==> config.mk <==
export PLATFORM = sky130hd
export DESIGN_NAME = if_stage
export DESIGN_NICKNAME = d
export VERILOG_FILES = /design/src/rtl/if_stage.sv
export SDC_FILE = /design/constraint.sdc
export NUM_CORES = 1
export LEC_CHECK = 0
export BUFFER_PORTS_ARGS = -buffer_cell sky130_fd_sc_hd__buf_4
export CORE_MARGIN = 4
export CORE_UTILIZATION = 52
export DETAILED_ROUTE_END_ITERATION = 8
export GPL_TIMING_DRIVEN = 0
export PLACE_DENSITY = 0.8
export SETUP_SLACK_MARGIN = 0.2
export SYNTH_ARGS = -nofsm -noshare
export SYNTH_HDL_FRONTEND = slang
export SYNTH_SLANG_ARGS = --single-unit
export TNS_END_PERCENT = 30
==> constraint.sdc <==
create_clock -name clk -period 2.55 [get_ports clk]
set_input_delay 0.51 -clock clk [delete_from_list [all_inputs] [get_ports clk]]
set_output_delay 0.51 -clock clk [all_outputs]
set_load 0.005 [all_outputs]
==> src/rtl/if_stage.sv <==
// Instruction fetch stage: owns the PC, keeps at most one fetch outstanding,
// and feeds the IF/ID pipeline register with {instr, pc, pc+4}.
module if_stage #(
    parameter logic [31:0] RESET_PC  = 32'h0000_0000,
    parameter logic [31:0] NOP_INSTR = 32'h0000_0013
) (
    input  logic        clk,
    input  logic        rst,
    output logic        imem_req,
    output logic [31:0] imem_addr,
    input  logic [31:0] imem_rdata,
    input  logic        imem_valid,
    input  logic        stall_id,
    input  logic        redirect,
    input  logic [31:0] redirect_pc,
    output logic        if_id_valid,
    output logic [31:0] if_id_instr,
    output logic [31:0] if_id_pc,
    output logic [31:0] if_id_pc4
);

    typedef enum logic [1:0] {
        S_REQ   = 2'd0,
        S_WAIT  = 2'd1,
        S_DRAIN = 2'd2,
        S_HOLD  = 2'd3
    } state_e;

    state_e      state_q, state_d;
    logic [31:0] pc_q, pc_d;
    logic [31:0] hold_q, hold_d;
    logic        if_id_valid_q, if_id_valid_d;
    logic [31:0] if_id_instr_q, if_id_instr_d;
    logic [31:0] if_id_pc_q, if_id_pc_d;
    logic [31:0] if_id_pc4_q, if_id_pc4_d;

    logic [31:0] target_pc;
    logic [31:0] pc_plus4;
    logic        accept;
    logic        load;
    logic [31:0] load_instr;

    assign target_pc = redirect_pc & ~32'h3;
    assign pc_plus4  = pc_q + 32'd4;
    assign accept    = !if_id_valid_q || !stall_id;

    // Fetch control: the only state that may issue a request is S_REQ.
    always_comb begin
        state_d    = state_q;
        pc_d       = pc_q;
        hold_d     = hold_q;
        load       = 1'b0;
        load_instr = hold_q;
        case (state_q)
            S_REQ: begin
                if (redirect) begin
                    pc_d = target_pc;
                end else begin
                    state_d = S_WAIT;
                end
            end
            S_WAIT: begin
                if (redirect) begin
                    pc_d    = target_pc;
                    state_d = imem_valid ? S_REQ : S_DRAIN;
                end else if (imem_valid) begin
                    if (accept) begin
                        load       = 1'b1;
                        load_instr = imem_rdata;
                        pc_d       = pc_plus4;
                        state_d    = S_REQ;
                    end else begin
                        hold_d  = imem_rdata;
                        state_d = S_HOLD;
                    end
                end
            end
            S_DRAIN: begin
                // The stale response still has to arrive before refetching.
                if (redirect) begin
                    pc_d = target_pc;
                end
                if (imem_valid) begin
                    state_d = S_REQ;
                end
            end
            S_HOLD: begin
                if (redirect) begin
                    hold_d  = 32'h0;
                    pc_d    = target_pc;
                    state_d = S_REQ;
                end else if (accept) begin
                    load       = 1'b1;
                    load_instr = hold_q;
                    pc_d       = pc_plus4;
                    state_d    = S_REQ;
                end
            end
            default: state_d = S_REQ;
        endcase
    end

    // IF/ID register: flush beats stall, stall beats load, else bubble.
    always_comb begin
        if_id_valid_d = if_id_valid_q;
        if_id_instr_d = if_id_instr_q;
        if_id_pc_d    = if_id_pc_q;
        if_id_pc4_d   = if_id_pc4_q;
        if (redirect) begin
            if_id_valid_d = 1'b0;
            if_id_instr_d = NOP_INSTR;
        end else if (stall_id && if_id_valid_q) begin
            if_id_valid_d = 1'b1;
        end else if (load) begin
            if_id_valid_d = 1'b1;
            if_id_instr_d = load_instr;
            if_id_pc_d    = pc_q;
            if_id_pc4_d   = pc_plus4;
        end else begin
            if_id_valid_d = 1'b0;
            if_id_instr_d = NOP_INSTR;
        end
    end

    always_ff @(posedge clk) begin
        if (rst) begin
            state_q       <= S_REQ;
            pc_q          <= RESET_PC;
            hold_q        <= 32'h0;
            if_id_valid_q <= 1'b0;
            if_id_instr_q <= NOP_INSTR;
            if_id_pc_q    <= 32'h0;
            if_id_pc4_q   <= 32'h0;
        end else begin
            state_q       <= state_d;
            pc_q          <= pc_d;
            hold_q        <= hold_d;
            if_id_valid_q <= if_id_valid_d;
            if_id_instr_q <= if_id_instr_d;
            if_id_pc_q    <= if_id_pc_d;
            if_id_pc4_q   <= if_id_pc4_d;
        end
    end

    assign imem_req    = (state_q == S_REQ) && !redirect;
    assign imem_addr   = pc_q;
    assign if_id_valid = if_id_valid_q;
    assign if_id_instr = if_id_instr_q;
    assign if_id_pc    = if_id_pc_q;
    assign if_id_pc4   = if_id_pc4_q;

endmodule

* Yosys cells after proc, flatten, opt, wreduce, memory -nomap -nowiden *
Index checks and enable logic that the tools add are counted.

word-level totals
  register bits after elaboration = 163
  latch bits = 0
  RAM bits = 0
  ROM bits = 0
  bits of input ports = 69
  output and inout bits = 130
  memories kept = 0

cells by class
  add/sub/neg operators = 1
  multiply operators = 0
  div/mod/pow operators = 0
  magnitude comparators = 0
  equal/unequal tests = 12
  shifts and indexed selects = 0
  mux-type cells = 31
  bitwise operators = 2
  reduce and logical (&&, ||, !) cells = 14

operator list
  operator                                                          count
  32-bit two-way mux                                                13
  32-bit one-hot mux with 3 select lines                            1
  32-bit one-hot mux with 2 select lines                            1
  32-bit by 3-bit adder with 32-bit output (second input constant)  1
  2-bit two-way mux                                                 8
  2-bit != test (second input constant)                             6
  2-bit one-hot mux with 4 select lines                             1
  1-bit two-way mux                                                 6
  3-bit != test (second input constant)                             2
  5-bit AND reduction                                               1
  2-bit == test (second input constant)                             2
  4-bit AND reduction                                               1
  2-bit OR reduction                                                2
  1-bit zero test                                                   3
  3-bit AND reduction                                               1
  2-bit by 1-bit == test with 1-bit output (second input constant)  1
  1-bit logical AND                                                 2
  2-bit zero test                                                   1
  2-bit by 1-bit != test with 1-bit output (second input constant)  1
  1-bit inverter                                                    2
  1-bit one-hot mux with 2 select lines                             1
  2-bit AND reduction                                               1
  2-bit nonzero test                                                1
  1-bit logical OR                                                  1

* Depth between registers and ports, before layout *
  depth in word-level cells = 8
  mapped depth = 8

* Least setup slack after synthesis *
No wires, ideal clock.

  path kind = input port to flip-flop
  start = input imem_valid
  end = register if_id_instr_q[10], in the netlist if_id_instr[10]
  data arrival time = 2.050 ns
  data required time = 2.422 ns
  slack = 0.372 ns
  stages on the path = 7
  buffers on the path = 2
  cell sequence = clkbuf_1 > nand2_1 > nor3_1 > clkbuf_1 > mux2_2 > a22oi_1 > nor2_1

on the way
  longest elaborated chain between the ends = 4
  elaborated cells between the ends (all ways) = 6
  classes of those cells = mux (6)

ends and longest elaborated chain
  element                                line  text
  start: declaration                     12    input logic imem_valid,
  1-bit two-way mux                      66    end else if (imem_valid) begin
  1-bit two-way mux                      63    if (redirect) begin
  1-bit one-hot mux with 2 select lines  54    case (state_q)
  32-bit two-way mux (*)                 114   end else if (load) begin
  end signal: assignment                 139   if_id_instr_q <= if_id_instr_d;
  end: declaration                       33    logic [31:0] if_id_instr_q, if_id_instr_d;

Every way passes the cells marked *; elsewhere a longest branch is shown, timed or not.
A chain may end at the register's enable or synchronous reset.

* Worst setup path after layout *
  start = register pc_q[6], in the netlist imem_addr[6]
  end = register pc_q[25], in the netlist imem_addr[25]

on the way
  longest elaborated chain between the ends = 5
  elaborated cells between the ends (all ways) = 6
  classes of those cells = add/sub (1); mux (5)

ends and longest elaborated chain
  element                                       line    text
  start: declaration                            30      logic [31:0] pc_q, pc_d;
  start signal: assignment                      136     pc_q <= pc_d;
  32-bit by 3-bit adder with 32-bit output (*)  44      assign pc_plus4 = pc_q + 32'd4;
  32-bit two-way mux (*)                        67, 92
  32-bit two-way mux                            66
  32-bit two-way mux                            63
  32-bit one-hot mux with 3 select lines (*)    54

Every way passes the cells marked *; elsewhere a longest branch is shown, timed or not. The select of a mux whose other input is x is not followed.

==> metrics.cfg <==
[status]
status=finished, final reports clean

[clock_network]
cts_max_level=4
cts.clk_slew.worst_paths_ns=0.06
cts-root-buf=clkbuf_16
cts_num_sinks=157
clock_path_buffers=2
clkLatencyLatePin_ns=0.42
cts_tree=built
cts_hold_buf=0
numCtsBuffers=17

[global_route]
antenna_found_initial=0
grt_max_degree=17
top_usage_layer=met2
grt_use_total_pct=29.10
grt_util_met3_pct=8.462
grt_pass1_vias=6943
met1_usage_pct=36.82
grt_pass1_wl_mm=36.69
gr-total-overflow=0
grt_use_met2_pct=46.31

[floorplanning]
initial_core_util_pct=53.04
die_x_um=124.2
fp.dieH_um=124.2
num_io_pins=199
num_rows=42
die-area_mm2=0.01543
core-area_mm2=0.01324

[worst_setup_path]
slowest_stage=dfxtp_1
critPathKind=reg -> reg
critPathCapture=imem_addr[25]$_SDFFE_PP0P_
cp-startpoint=imem_addr[6]$_SDFFE_PP0P_
crit_arrival_ns=2.67
cp_cell_sequence=nand3_2, or2_0, buf_2, or4_4, or4_1, nand3_1
critical_path_peak_fanout=8
cp-start-kind=flip-flop
crit_required_ns=2.91
timing.reg2reg.setup_slack_ns=0.23
r2r_end=imem_addr[25]$_SDFFE_PP0P_
worstRegToRegCells=6
r2r_start=imem_addr[6]$_SDFFE_PP0P_
slowest_delay_ns=0.53
crit_path_end_kind=flip-flop

[logic_synthesis]
ys_types=57
synthTopCellsByArea=dfxtp_1 45%, nand2_1 7.2%, nor2_1 5.3%, mux2_2 4.6%, a21oi_1 3.8%
yosys.area.top_type_share_pct=44.75
yosys.area.top_type=dfxtp_1
ys_ff_latch=157
ys_seq_area_share_pct=44.75
synth_edf_count=0
synth_ff_type=dfxtp_1
syn_avg_cell_area_um2=8.092
syn_area_mm2=0.007024
async_reset_ff_share_pct=0
synth_warnings=0
synth_cells=868

[sta]
post-route-period-util_pct=90.79
finalCriticalPeriod_ns=2.315
finalWorstSetupSlack_ns=0.2350
setup_viol=0
timing.slew.headroom_pct=50.85
tns_ns=0
hold_slack_ns=0.3043
final_max_slew_viol_count=0
clock_skew_ns=0.007869
rsz0062_at_grt=yes
max_freq_mhz=432.0
hold_viol=0
tightest_slew_ns=0.7346

[finish]
final_area_mm2=0.009371
n_fill_cell=1109
drive_gt1_share_pct=26.44
n_antenna_cell=0
final_cells=1273
utilization_pct=70.77
area_growth_pct=33.42
final_cell_mix=197 x buf_4, 155 x dfxtp_1, 135 x nand2_1
nets=1154
final_common_cell=buf_4

[pwr]
peakVddDrop_mv=0.4301
power.density_mw_per_mm2=609.8
finalPower_mw=5.715
leakagePower_nw=3.645

[placed_design]
placed_area_mm2=0.008675
placed_cells_incl_taps=1237
gp_congestion=1.014
port_buffers=188
dp_slack_ns=-0.5960
dpl.hpwl_mm=16.77

[detailed_routing]
route.detailed.drc=0
dr_total_vias=7304
dr.pass1.iters=5
first_iter_violations=717
vias_per_cell=5.738
antenna_left=0
wl_per_cell_um=18.17
wirelength_mm=23.14

[run]
maxCapViolations=0

[hold_path]
hold_class=in -> reg

[logic make-up (layout without fill, tap and decap cells)]
group	after synthesis	count (layout)	synth area share (%)
buffers and inverters	94	318	5.557
xor gates and xnor gates	32	32	3.990
muxes	29	29	4.649
adders and majority gates	1	1	0.1781
DFF	157	157	44.75
AOI/OAI and AO/OA	206	206	18.69
and+or+nand+nor	348	348	22.14
other	1	6	0.05339
[power by group]
group	switching, mW	internal [mW]
sequential	0.0614	2.51
combinational	0.316	0.252
clock	0.958	1.62
[critical path: cells and delay by family (launching register included)]
kind	cells	cell delay (ns)
buffers and inverters	1	0.16
and+or+nand+nor	5	1.56
DFF	1	0.53
[Yosys cell counts (5+ instances only)]
master,instances
dfxtp_1,157
nand2_1,135
nor2_1,99
clkbuf_1,64
a21oi_1,53
o21ai_0,50
nand3_1,49
a211oi_1,34
a22oi_1,34
mux2_2,29
xnor2_1,21
nand4_1,12
nor3_1,12
xor2_1,11
buf_2,9
inv_1,9
nor4_1,8
buf_4,6
and3_1,5
nor2b_1,5
o311ai_0,5
[routing by layer]
metal | wire length, um | part of all wire (%)
met1 | 9434 | 41
met2 | 10800 | 47
met3 | 2014 | 8.7
met4 | 883 | 3.8
met5 | 0 | 0
[sequential cells by signal (all words and copies together), names as in the netlist]
register,flops
hold_q,32
if_id_instr,32
if_id_pc4,30
if_id_pc,30
imem_addr,30
state_q,2
if_id_valid,1
[how the worst min path moves through the flow]
stage                                    from  cells after the start  slack (ns)                    endpoint
CTS                           redirect_pc[28]                      3        0.29  imem_addr[28]$_SDFFE_PP0P_
finish                        redirect_pc[28]                      3        0.30  imem_addr[28]$_SDFFE_PP0P_
global route                  redirect_pc[28]                      3        0.30  imem_addr[28]$_SDFFE_PP0P_
detailed placement  if_id_pc[14]$_SDFFE_PP0P_                      2        0.45   if_id_pc[14]$_SDFFE_PP0P_
global placement       hold_q[4]$_SDFFE_PP0P_                      2        0.44      hold_q[4]$_SDFFE_PP0P_
floorplan              hold_q[0]$_SDFFE_PP0P_                      2        0.43      hold_q[0]$_SDFFE_PP0P_
[area by class of cell]
cell class / count / area, um2 / area share [%]
Tap cell: 176 / 220.2 / 2.350
Timing Repair Buffer: 192 / 1454 / 15.51
Multi-Input combinational cell: 622 / 3550 / 37.88
Clock buffer: 26 / 489.2 / 5.220
Clock inverter: 6 / 107.6 / 1.148
Inverter: 9 / 33.78 / 0.3605
Buffer: 85 / 371.6 / 3.965
Sequential cell: 157 / 3146 / 33.56
[what timing repair did]
action	in CTS	in global routing
pin swaps	1	3
gates cloned	0	0
setup buffers	1	3
endpoints found under the setup margin	97	105
resized for setup	8	23
(Power assumes the default switching activity.)
